### src/rtl/digital_clock_pkg.sv
// Shared definitions for the digital clock time-setting path.
//   state_t     : controller states (RUN, SET_HOUR, SET_MIN, SET_SEC, COMMIT)
//   FS_*        : field_sel encodings driven to the LCD string builder
//   HOUR_MAX,
//   MINSEC_MAX  : two-digit field limits, held as packed BCD {tens, units}
//   bcd_step()  : wrap-around BCD increment/decrement of a two-digit field
package digital_clock_pkg;

    typedef enum logic [2:0] {
        ST_RUN,
        ST_SET_HOUR,
        ST_SET_MIN,
        ST_SET_SEC,
        ST_COMMIT
    } state_t;

    typedef logic [1:0] field_t;

    localparam field_t FS_NONE = 2'd0;
    localparam field_t FS_HOUR = 2'd1;
    localparam field_t FS_MIN  = 2'd2;
    localparam field_t FS_SEC  = 2'd3;

    // Packed BCD: 23 and 59.
    localparam logic [7:0] HOUR_MAX   = 8'h23;
    localparam logic [7:0] MINSEC_MAX = 8'h59;

    // One step of a two-digit BCD field {tens, units} with wrap at 00/max.
    // Valid BCD compares correctly as a plain binary number, so >= also
    // pulls an out-of-range snapshot back to 00 on the first up step.
    function automatic logic [7:0] bcd_step(input logic [7:0] val,
                                            input logic       inc,
                                            input logic [7:0] max);
        if (inc) begin
            if (val >= max)        return 8'h00;
            if (val[3:0] >= 4'd9)  return {val[7:4] + 4'd1, 4'd0};
            return {val[7:4], val[3:0] + 4'd1};
        end else begin
            if (val == 8'h00)      return max;
            if (val[3:0] == 4'd0)  return {val[7:4] - 4'd1, 4'd9};
            return {val[7:4], val[3:0] - 4'd1};
        end
    endfunction

endpackage

### src/rtl/time_set_ctrl_if.sv
// Key / time / load bundle between the time-setting controller and its
// surroundings (debouncers, watch counter, LCD string builder).
//   btn_mode/up/down      : debounced active-high key levels
//   sec_1 .. hour_10      : running BCD time from the watch
//   load, ld_*            : commit pulse and edited BCD time to the watch
//   set_active, field_sel,
//   blink                 : edit status for the watch and the display
// Modports: slave = controller side, master = environment side.
interface time_set_ctrl_if;

    logic       btn_mode;
    logic       btn_up;
    logic       btn_down;

    logic [3:0] sec_1;
    logic [2:0] sec_10;
    logic [3:0] min_1;
    logic [2:0] min_10;
    logic [3:0] hour_1;
    logic [1:0] hour_10;

    logic       load;
    logic [3:0] ld_sec_1;
    logic [2:0] ld_sec_10;
    logic [3:0] ld_min_1;
    logic [2:0] ld_min_10;
    logic [3:0] ld_hour_1;
    logic [1:0] ld_hour_10;

    logic       set_active;
    logic [1:0] field_sel;
    logic       blink;

    modport slave (
        input  btn_mode, btn_up, btn_down,
        input  sec_1, sec_10, min_1, min_10, hour_1, hour_10,
        output load,
        output ld_sec_1, ld_sec_10, ld_min_1, ld_min_10, ld_hour_1, ld_hour_10,
        output set_active, field_sel, blink
    );

    modport master (
        output btn_mode, btn_up, btn_down,
        output sec_1, sec_10, min_1, min_10, hour_1, hour_10,
        input  load,
        input  ld_sec_1, ld_sec_10, ld_min_1, ld_min_10, ld_hour_1, ld_hour_10,
        input  set_active, field_sel, blink
    );

endinterface

### src/rtl/btn_repeat.sv
// Edge detect plus auto-repeat for one key.
//   clk, rst : clock, async active-high reset
//   en       : low on the first cycle after reset so a key held through
//              reset release is not seen as a press
//   level    : debounced key level
//   clr      : both up/down keys held; kills the step and the repeat state
//   step     : one-cycle step request (press or repeat tick)
// A press steps at once; REPEAT_DLY cycles later one more step, then one
// step every REPEAT_PERIOD cycles while the key stays down. Repeating only
// ever follows a real press, so a key that was cleared must be re-pressed.
module btn_repeat #(
    parameter int REPEAT_DLY    = 25_000_000,
    parameter int REPEAT_PERIOD = 5_000_000
) (
    input  logic clk,
    input  logic rst,
    input  logic en,
    input  logic level,
    input  logic clr,
    output logic step
);

    localparam int CNT_MAX = (REPEAT_DLY > REPEAT_PERIOD) ? REPEAT_DLY : REPEAT_PERIOD;
    localparam int CW      = $clog2(CNT_MAX + 1);
    localparam logic [CW-1:0] DLY_LAST = CW'(REPEAT_DLY - 1);
    localparam logic [CW-1:0] PER_LAST = CW'(REPEAT_PERIOD - 1);

    logic          level_q;
    logic          active;   // hold began with a press, repeat allowed
    logic          rep;      // initial delay done, now in periodic phase
    logic [CW-1:0] cnt;
    logic          press;
    logic          tick;

    assign press = level & ~level_q & en;
    assign tick  = active & level & ~clr & (cnt == (rep ? PER_LAST : DLY_LAST));
    assign step  = (press & ~clr) | tick;

    always_ff @(posedge clk or posedge rst) begin
        if (rst) begin
            level_q <= 1'b0;
            active  <= 1'b0;
            rep     <= 1'b0;
            cnt     <= '0;
        end else begin
            level_q <= level;
            if (!level || clr) begin
                active <= 1'b0;
                rep    <= 1'b0;
                cnt    <= '0;
            end else if (press) begin
                active <= 1'b1;
                rep    <= 1'b0;
                cnt    <= '0;
            end else if (active) begin
                if (tick) begin
                    rep <= 1'b1;
                    cnt <= '0;
                end else begin
                    cnt <= cnt + 1'b1;
                end
            end
        end
    end

endmodule

### src/rtl/time_set_ctrl.sv
// Time-setting controller. Mode steps RUN -> SET_HOUR -> SET_MIN ->
// SET_SEC -> COMMIT -> RUN; entering SET_HOUR snapshots the live time,
// up/down edit the selected field with BCD wrap, COMMIT pulses load.
//   clk, rst : clock, async active-high reset
//   bus      : time_set_ctrl_if.slave (keys, live time, load/ld_*,
//              set_active, field_sel, blink)
// All outputs are registered and change on the edge that changes state.
module time_set_ctrl
    import digital_clock_pkg::*;
#(
    parameter int REPEAT_DLY    = 25_000_000,
    parameter int REPEAT_PERIOD = 5_000_000,
    parameter int BLINK_HALF    = 12_500_000
) (
    input  logic            clk,
    input  logic            rst,
    time_set_ctrl_if.slave  bus
);

    localparam int BW = $clog2(BLINK_HALF + 1);
    localparam logic [BW-1:0] BLINK_LAST = BW'(BLINK_HALF - 1);

    state_t        state_q, state_d;
    field_t        field_d;
    logic          armed;
    logic          mode_q;
    logic          mode_edge;
    logic          both_keys;
    logic          up_step, dn_step;
    logic          in_set;
    logic          edit_step;

    logic [7:0]    hour_q, min_q, sec_q;   // packed BCD edit registers
    logic          load_q, set_active_q, blink_q;
    field_t        field_sel_q;
    logic [BW-1:0] blink_cnt;

    // Key history must see one post-reset sample before edges count.
    always_ff @(posedge clk or posedge rst) begin
        if (rst) begin
            armed  <= 1'b0;
            mode_q <= 1'b0;
        end else begin
            armed  <= 1'b1;
            mode_q <= bus.btn_mode;
        end
    end

    assign mode_edge = bus.btn_mode & ~mode_q & armed;
    assign both_keys = bus.btn_up & bus.btn_down;

    btn_repeat #(.REPEAT_DLY(REPEAT_DLY), .REPEAT_PERIOD(REPEAT_PERIOD)) u_up (
        .clk   (clk),
        .rst   (rst),
        .en    (armed),
        .level (bus.btn_up),
        .clr   (both_keys),
        .step  (up_step)
    );

    btn_repeat #(.REPEAT_DLY(REPEAT_DLY), .REPEAT_PERIOD(REPEAT_PERIOD)) u_dn (
        .clk   (clk),
        .rst   (rst),
        .en    (armed),
        .level (bus.btn_down),
        .clr   (both_keys),
        .step  (dn_step)
    );

    assign in_set = (state_q == ST_SET_HOUR) || (state_q == ST_SET_MIN) ||
                    (state_q == ST_SET_SEC);
    // Mode wins over a simultaneous step.
    assign edit_step = in_set & ~mode_edge & (up_step | dn_step);

    always_ff @(posedge clk or posedge rst) begin
        if (rst) state_q <= ST_RUN;
        else     state_q <= state_d;
    end

    always_comb begin
        state_d = state_q;
        field_d = FS_NONE;
        case (state_q)
            ST_RUN:      if (mode_edge) state_d = ST_SET_HOUR;
            ST_SET_HOUR: if (mode_edge) state_d = ST_SET_MIN;
            ST_SET_MIN:  if (mode_edge) state_d = ST_SET_SEC;
            ST_SET_SEC:  if (mode_edge) state_d = ST_COMMIT;
            ST_COMMIT:   state_d = ST_RUN;
            default:     state_d = ST_RUN;
        endcase
        case (state_d)
            ST_SET_HOUR: field_d = FS_HOUR;
            ST_SET_MIN:  field_d = FS_MIN;
            ST_SET_SEC:  field_d = FS_SEC;
            default:     field_d = FS_NONE;
        endcase
    end

    // Status outputs and blink timer, registered from the next state.
    always_ff @(posedge clk or posedge rst) begin
        if (rst) begin
            load_q       <= 1'b0;
            set_active_q <= 1'b0;
            field_sel_q  <= FS_NONE;
            blink_q      <= 1'b0;
            blink_cnt    <= '0;
        end else begin
            load_q       <= (state_d == ST_COMMIT);
            set_active_q <= (field_d != FS_NONE);
            field_sel_q  <= field_d;
            // Restart the blink phase visible so a change is seen at once.
            if (field_d == FS_NONE || state_d != state_q || edit_step) begin
                blink_q   <= 1'b0;
                blink_cnt <= '0;
            end else if (blink_cnt == BLINK_LAST) begin
                blink_q   <= ~blink_q;
                blink_cnt <= '0;
            end else begin
                blink_cnt <= blink_cnt + 1'b1;
            end
        end
    end

    // Edit registers: snapshot on entry to SET_HOUR, stepped in SET_x.
    always_ff @(posedge clk or posedge rst) begin
        if (rst) begin
            hour_q <= 8'h00;
            min_q  <= 8'h00;
            sec_q  <= 8'h00;
        end else if (state_q == ST_RUN && mode_edge) begin
            hour_q <= {2'b00, bus.hour_10, bus.hour_1};
            min_q  <= {1'b0,  bus.min_10,  bus.min_1};
            sec_q  <= {1'b0,  bus.sec_10,  bus.sec_1};
        end else if (edit_step) begin
            // up_step and dn_step are never both set (both_keys clears them).
            case (state_q)
                ST_SET_HOUR: hour_q <= bcd_step(hour_q, up_step, HOUR_MAX);
                ST_SET_MIN:  min_q  <= bcd_step(min_q,  up_step, MINSEC_MAX);
                ST_SET_SEC:  sec_q  <= bcd_step(sec_q,  up_step, MINSEC_MAX);
                default: ;
            endcase
        end
    end

    assign bus.load       = load_q;
    assign bus.set_active = set_active_q;
    assign bus.field_sel  = field_sel_q;
    assign bus.blink      = blink_q;
    assign bus.ld_hour_10 = hour_q[5:4];
    assign bus.ld_hour_1  = hour_q[3:0];
    assign bus.ld_min_10  = min_q[6:4];
    assign bus.ld_min_1   = min_q[3:0];
    assign bus.ld_sec_10  = sec_q[6:4];
    assign bus.ld_sec_1   = sec_q[3:0];

endmodule
### src/flat_wrapper.sv
// flat-port wrapper written by rule: the top's interface ports become plain ports
module time_set_ctrl_flat import digital_clock_pkg::*;
#(
    parameter int REPEAT_DLY    = 25_000_000,
    parameter int REPEAT_PERIOD = 5_000_000,
    parameter int BLINK_HALF    = 12_500_000
)
  (clk, rst, bus_btn_mode, bus_btn_up, bus_btn_down, bus_sec_1, bus_sec_10, bus_min_1, bus_min_10, bus_hour_1, bus_hour_10, bus_load, bus_ld_sec_1, bus_ld_sec_10, bus_ld_min_1, bus_ld_min_10, bus_ld_hour_1, bus_ld_hour_10, bus_set_active, bus_field_sel, bus_blink);
  time_set_ctrl_if bus_i ();
  input  logic clk;
  input  logic rst;
  input wire logic [$bits(bus_i.btn_mode)-1:0] bus_btn_mode;
  input wire logic [$bits(bus_i.btn_up)-1:0] bus_btn_up;
  input wire logic [$bits(bus_i.btn_down)-1:0] bus_btn_down;
  input wire logic [$bits(bus_i.sec_1)-1:0] bus_sec_1;
  input wire logic [$bits(bus_i.sec_10)-1:0] bus_sec_10;
  input wire logic [$bits(bus_i.min_1)-1:0] bus_min_1;
  input wire logic [$bits(bus_i.min_10)-1:0] bus_min_10;
  input wire logic [$bits(bus_i.hour_1)-1:0] bus_hour_1;
  input wire logic [$bits(bus_i.hour_10)-1:0] bus_hour_10;
  output wire logic [$bits(bus_i.load)-1:0] bus_load;
  output wire logic [$bits(bus_i.ld_sec_1)-1:0] bus_ld_sec_1;
  output wire logic [$bits(bus_i.ld_sec_10)-1:0] bus_ld_sec_10;
  output wire logic [$bits(bus_i.ld_min_1)-1:0] bus_ld_min_1;
  output wire logic [$bits(bus_i.ld_min_10)-1:0] bus_ld_min_10;
  output wire logic [$bits(bus_i.ld_hour_1)-1:0] bus_ld_hour_1;
  output wire logic [$bits(bus_i.ld_hour_10)-1:0] bus_ld_hour_10;
  output wire logic [$bits(bus_i.set_active)-1:0] bus_set_active;
  output wire logic [$bits(bus_i.field_sel)-1:0] bus_field_sel;
  output wire logic [$bits(bus_i.blink)-1:0] bus_blink;
  assign bus_i.btn_mode = bus_btn_mode;
  assign bus_i.btn_up = bus_btn_up;
  assign bus_i.btn_down = bus_btn_down;
  assign bus_i.sec_1 = bus_sec_1;
  assign bus_i.sec_10 = bus_sec_10;
  assign bus_i.min_1 = bus_min_1;
  assign bus_i.min_10 = bus_min_10;
  assign bus_i.hour_1 = bus_hour_1;
  assign bus_i.hour_10 = bus_hour_10;
  assign bus_load = bus_i.load;
  assign bus_ld_sec_1 = bus_i.ld_sec_1;
  assign bus_ld_sec_10 = bus_i.ld_sec_10;
  assign bus_ld_min_1 = bus_i.ld_min_1;
  assign bus_ld_min_10 = bus_i.ld_min_10;
  assign bus_ld_hour_1 = bus_i.ld_hour_1;
  assign bus_ld_hour_10 = bus_i.ld_hour_10;
  assign bus_set_active = bus_i.set_active;
  assign bus_field_sel = bus_i.field_sel;
  assign bus_blink = bus_i.blink;
  time_set_ctrl #(.REPEAT_DLY(REPEAT_DLY), .REPEAT_PERIOD(REPEAT_PERIOD), .BLINK_HALF(BLINK_HALF)) u_core (.clk(clk), .rst(rst), .bus(bus_i));
endmodule
### config.mk
export PLATFORM = sky130hd
export DESIGN_NAME = time_set_ctrl_flat
export DESIGN_NICKNAME = d
export VERILOG_FILES = /design/src/rtl/digital_clock_pkg.sv /design/src/rtl/time_set_ctrl_if.sv /design/src/rtl/btn_repeat.sv /design/src/rtl/time_set_ctrl.sv /design/src/flat_wrapper.sv
export SDC_FILE = /design/constraint.sdc
export NUM_CORES = 1
export LEC_CHECK = 0
export CAP_MARGIN = 40
export CORE_UTILIZATION = 28
export CTS_CLUSTER_DIAMETER = 50
export DETAILED_ROUTE_END_ITERATION = 12
export PLACE_DENSITY = 0.44
export REMOVE_ABC_BUFFERS = 1
export SKIP_LAST_GASP = 1
export SYNTH_ARGS = -nofsm -noshare
export SYNTH_HDL_FRONTEND = slang
export SYNTH_HIERARCHICAL = 1
export SYNTH_SLANG_ARGS = --single-unit
### constraint.sdc
create_clock -name clk -period 2.8 [get_ports clk]
set_input_delay 0.42 -clock clk [delete_from_list [all_inputs] [get_ports clk]]
set_output_delay 0.42 -clock clk [all_outputs]
set_load 0.05 [all_outputs]
-- Word level (Yosys, flattened, before mapping)
Cells that the tools add are included.
- bits of input ports: 25
- bits in registers: 114
- add/subtract/negate cells: 15
- multiplexer cells: 134
- equal/unequal tests: 14
- reductions and logical operators: 40
- bitwise operators: 26
- $lt $le $gt $ge: 6
- operator list (cell ; number):
    $mux 8 ; 36
    $mux 25 ; 10
    $mux 1 ; 80
    $add 25x1->25 const B ; 2
    $eq 25x25->1 ; 2
    $mux 24 ; 2
    $add 24x1->24 const B ; 1
    $add 4x1->4 const B ; 6
    $eq 24x24->1 const B ; 1
    $logic_not 8->1 ; 3
    $sub 4x1->4 const B ; 6
    $and 1x1->1 ; 17
    $ge 8x7->1 const B ; 2
    $reduce_bool 2->1 ; 8
    $eq 3x2->1 const B ; 4
    $ge 4x4->1 const B ; 3
    $logic_not 4->1 ; 3
    $mux 3 ; 4
    $ne 4x4->1 const B ; 3
    $pmux 3 s4 ; 1
    $reduce_and 4->1 ; 3
    $reduce_bool 3->1 ; 4
    $reduce_bool 4->1 ; 3
    $reduce_and 2->1 ; 5
    other kinds (12) ; 26

-- Logic depth before layout (Yosys ltp)
- depth after elaboration: 20
- mapped depth: 12

-- Cells and area by module
Netlist, hierarchy kept.
- by module, submodules not included (module ; sequential area each (um^2) ; cells an instance ; instances ; area each (um^2)):
    time_set_ctrl ; 1451.4 ; 459 ; 1 ; 3955.0
    btn_repeat ; 700.7 ; 165 ; 2 ; 1624.1

-- Worst setup path after synthesis
OpenSTA, ideal clock, no wires.
- kind: register to register
- start point: reg u_core.u_up.cnt[15]
- end point: reg u_core.min_q[7]
- setup slack: -0.295 ns
- stages on the path, launching flop included: 11
- path buffers: 1
- data arrival time: 3.025 ns
- clock period less this slack: 3.095 ns
- required time: 2.731 ns
- path through: dfrtp_1 > or4b_4 > nor4_4 > o2111ai_4 > o21ai_0 > clkbuf_1 > o21ai_0 > mux2i_1 > o311ai_1 > or4_1 > nand3_1
- cells in the longest elaborated chain, start to end: 7
- RTL lines (element ; RTL line ; text):
    start, declared ; btn_repeat.sv:31 ; logic [CW-1:0] cnt;
    start signal, assigned ; btn_repeat.sv:60 ; cnt <= cnt + 1'b1;
    $eq 25x25->1 (*) ; btn_repeat.sv:36 ; assign tick = active & level & ~clr & (cnt == (rep ? PER_LAST : DLY_LAST));
    $and 1x1->1 (*) ; btn_repeat.sv:36 ;
    $or 1x1->1 (*) ; btn_repeat.sv:37 ; assign step = (press & ~clr) | tick;
    named net u_core.up_step ; time_set_ctrl.sv:29 ; logic up_step, dn_step;
    $or 1x1->1 or $mux 8 (tied branches) ; time_set_ctrl.sv:73, digital_clock_pkg.sv:34 ;
    $and 1x1->1 or $mux 8 (tied branches) ; time_set_ctrl.sv:73, time_set_ctrl.sv:136 ;
    $reduce_bool 2->1 (no line) or $mux 8 (tied branches) ; n/a ;
    $reduce_and 4->1 (no line) or $mux 8 (tied branches) ; n/a ;
    end signal, assigned ; time_set_ctrl.sv:132 ; min_q <= {1'b0, bus.min_10, bus.min_1};
    end signal, assigned ; time_set_ctrl.sv:138 ; ST_SET_MIN: min_q <= bcd_step(min_q, up_step, MINSEC_MAX);
    end, declared ; time_set_ctrl.sv:33 ; logic [7:0] hour_q, min_q, sec_q;
The timed path passes the listed nets; every way through them passes the cells marked *. The select of a mux whose other input is x is not followed.
A chain may end at the register's enable or synchronous reset.

-- Worst setup path in the final report
- start point: reg u_core.u_up.cnt[23]
- end point: reg u_core.sec_q[4]
- cells in the longest elaborated chain, start to end: 7
- RTL lines (element ; RTL line ; text):
    $eq 25x25->1 (*) ; btn_repeat.sv:36 ;
    $and 1x1->1 (*) ; btn_repeat.sv:36 ;
    $or 1x1->1 (*) ; btn_repeat.sv:37 ;
    named net u_core.up_step ; time_set_ctrl.sv:29 ;
    $or 1x1->1 or $mux 8 (tied branches) ; time_set_ctrl.sv:73, digital_clock_pkg.sv:34 ;
    $and 1x1->1 or $mux 8 (tied branches) ; time_set_ctrl.sv:73, time_set_ctrl.sv:136 ;
    $reduce_bool 2->1 (no line) or $mux 8 (tied branches) ; n/a ;
    $reduce_and 4->1 (no line) or $mux 8 (tied branches) ; n/a ;
    end signal, assigned ; time_set_ctrl.sv:133 ; sec_q <= {1'b0, bus.sec_10, bus.sec_1};
    end signal, assigned ; time_set_ctrl.sv:139 ; ST_SET_SEC: sec_q <= bcd_step(sec_q, up_step, MINSEC_MAX);
    end, declared ; time_set_ctrl.sv:33 ;
Marks and branches as above.

==> metrics.md <==
| Metric | Value |
|---|---|
| Status | finished clean |
| TritonCTS clock tree | done |
| Multi-input gate area | 4070 sq um |
| Wire per inst | 15.1 microns |
| Placement Setup Slack | -0.528 ns |
| Clock-pin slew on the worst setup and hold paths | 0.05 ns |
| Register area share after synthesis | 39.6% |
| Setup Viol. Count Final | 0 |
| Most frequent cells in the layout | dfrtp_1, buf_4, nor2_1, nand2_1, clkdlybuf4s50_1 |
| Setup slack, reg-to-reg | 0.05 ns |
| Crit path arrival time | 3.10 ns |
| Sequential standard cell area | 2850 sq um |
| Pwr dens | 755 nW/um^2 |
| Worst-Skew Late Latency | 0.42 ns |
| Reg2reg end | u_core/sec_q[4] |
| Initial antenna violation count | 0 |
| Diode count | 0 |
| Placed cell count | 1201 |
| RSZ-0062 raised after global routing | yes |
| Drt first pass iters | 5 |
| Final worst slack | 0.0534 ns |
| Max Fclk | 364 MHz |
| Worst R2R Start | u_core/u_up/cnt[23] |
| Critical Path Start Type | register |
| Chip Height | 162 microns |
| Row count | 58 |
| Vias | 6034 |
| Post-Syn Area | 7200 sq um |
| Synth cell types | 72 |
| Clk root buf | clkbuf_16 |
| Slew HR | 48.4% |
| H-tree levels | 4 |
| Die extent in x | 162 microns |
| Initial DRC Count | 325 |
| Die footprint | 26400 sq um |
| First-pass GRT wire length | 31200 microns |
| Hold Crit Class | in2async |
| Buffers on Ports | 49 |
| Syn avg cell area | 9.13 sq um |
| Top FF cell, synth | dfrtp_1 |
| Hold Vio Cnt, Final | 0 |
| Slew Viols, Final | 0 |
| Vias in the first global route | 6053 |
| GRT Residual Overflow | 0 |
| YS warnings | 6 |
| Period utilization | 98.1% |
| Largest net degree at the start of global routing | 59 |
| Post-synth EDFFs | 0 |
| Clock Path Buffers | 2 |
| Layout fillers | 2558 |
| Layout cells sized above 1 | 23.5% |
| Post-route ant nets | 0 |
| Worst vdd ir | 0.538 mV |
| Least-Margin Pin Slew | 0.766 ns |
| Post-DP HPWL | 13100 microns |
| Number of nets in the layout | 946 |
| Post-Layout Cell Count | 1238 |
| GRT Total Usage | 14.9% |
| Leakage | 3.71 nW |
| Worst clock skew | 0.0144 ns |
| Final setup TNS | 0 ns |
| IO Pins | 50 |
| Vias per inst | 4.87 |
| Crit Path Class | reg2reg |
| Total wire length | 18700 microns |
| Utilization after layout | 37.0% |
| Starting Density | 28.6% |
| Number of cells on the worst reg-to-reg path | 10 |
| DRC | 0 |
| Minimum clock period | 2.75 ns |
| Core area | 25200 sq um |
| Area delta synth->final | 29.2% |
| Leading cell type in the layout, fill and taps excluded | dfrtp_1 |
| Register bit total from synthesis | 114 |
| Critical path peak fanout | 8 |
| Ys async rst share | 100% |
| Crit path capture type | register |
| Gate Count Post-Synth | 789 |
| Placer congestion estimate | 0.790 |
| CTS sink cnt | 114 |
| TritonCTS Buffers | 17 |
| Worst Path Required | 3.16 ns |
| Max Cap Viol | 0 |
## layer usage
metal / vias to the layer above / wire length [microns] / share of wire (%) / GRT usage (%)
met3: 18 / 516 / 2.8 / 2.88
met5: - / 0 / 0 / 0
met2: 99 / 8340 / 45 / 22.5
li1: 3028 / - / - / -
met1: 2889 / 9630 / 51 / 21.1
met4: 0 / 219 / 1.2 / 5.53
## worst max-delay path by stage
stage,to,start,cells after the start,slack (ns)
floorplan,u_core/hour_q[6],u_core/u_up/cnt[15],9,-0.60
global placement,u_core/hour_q[6],bus_btn_up,13,-0.46
detailed placement,u_core/hour_q[6],bus_btn_up,13,-0.53
CTS,u_core/min_q[7],bus_btn_up,12,-0.05
global route,u_core/hour_q[7],u_core/u_up/cnt[23],11,-0.08
finish,u_core/sec_q[4],u_core/u_up/cnt[23],10,0.05
## worst max-delay path: stages, from the launching register on
cell       delay (ns)
dfrtp_1          0.38
or4b_4           0.57
nor4_4           0.27
o2111ai_4        0.17
o21ai_2          0.10
buf_6            0.17
buf_4            0.13
o21ai_4          0.11
or4_4            0.47
a31oi_1          0.15
o22a_1           0.14
## cell families after synthesis
| kind of cell | after synthesis | synth area share, % |
|---|---|---|
| flops | 114 | 39.6 |
| buf+inv | 91 | 6.90 |
| fa+ha+maj | 23 | 4.00 |
| simple gates | 364 | 28.5 |
| other cells | 1 | 0.0521 |
| compound gates | 127 | 12.5 |
| mux | 3 | 0.434 |
| xor+xnor | 66 | 8.02 |
## repair_timing
action                     4_1_cts  5_1_grt
buffers inserted                 2        7
gates resized for setup          9       43
pin swaps                        4       18
hold buffers                     0        0
setup endpoints to repair       12       48
## sequential cells by signal (all words and copies together), names as in the netlist, 2 cells and up
name / count
u_core/hour_q: 8
u_core/u_dn/cnt: 25
u_core/u_up/cnt: 25
u_core/bus.field_sel: 2
u_core/sec_q: 8
u_core/min_q: 8
u_core/blink_cnt: 24
u_core/state_q: 3
## final cells by class
class,count,share of cell area [%]
flip-flops and latches,114,30.7
multi-input cells,584,43.7
clock inverters,6,0.860
well taps,330,4.44
inverters,38,1.53
clock buffers,23,5.24
repair buffers,143,13.6
## Yosys cell counts (3+ instances only)
master    instances  area [sq um]
o41ai_1           3          26.3
xnor2_1          30           263
nor2_2           36           225
a22oi_1           4          30.0
o21ai_0          33           165
or2_2             3          18.8
a21oi_1          20           100
buf_4            21           158
nor3_1           21           105
and4_1            8          70.1
dfrtp_1         114          2850
or3b_2            4          35.0
and2_1           10          62.6
a221oi_1          7          61.3
a31oi_1           5          31.3
buf_1             3          11.3
and3_1            9          56.3
nand4_1          35           219
nor2b_1           6          37.5
or4_1             6          45.0
nor4b_1           3          26.3
a21oi_2           4          35.0
or3_1            10          62.6
clkbuf_1         21          78.8
nor3b_1          11          82.6
nand4b_1          6          52.6
o211ai_1          4          30.0
ha_1             23           288
buf_12            4          80.1
inv_1            38           143
xor2_1           36           315
nor4_1           17           106
o22ai_1           6          37.5
a211oi_1          5          37.5
nor2_1           68           255
o21bai_1          3          22.5
buf_2             3          15.0
nand2_1          55           206
o31ai_1           5          37.5
nand3_1          34           170
a222oi_1          3          30.0
nand2b_1          9          56.3
## stage by stage
stage          power, mW  hold slack [ns]  cell area (sq um)
2_1_floorplan       3.76            0.451               6850
3_3_place_gp        4.78            0.478               8440
3_5_place_dp        4.76            0.493               8440
4_1_cts             6.96            0.399               9070
5_1_grt             7.45            0.433               9310
6_report            7.02            0.383               9310
## power breakdown
group | internal (mW) | switching, mW
clock network | 1.38 | 0.729
registers | 1.84 | 0.341
logic | 1.10 | 1.64
total | 4.31 | 2.71
Note: power is estimated with default switching activity, not from simulation.
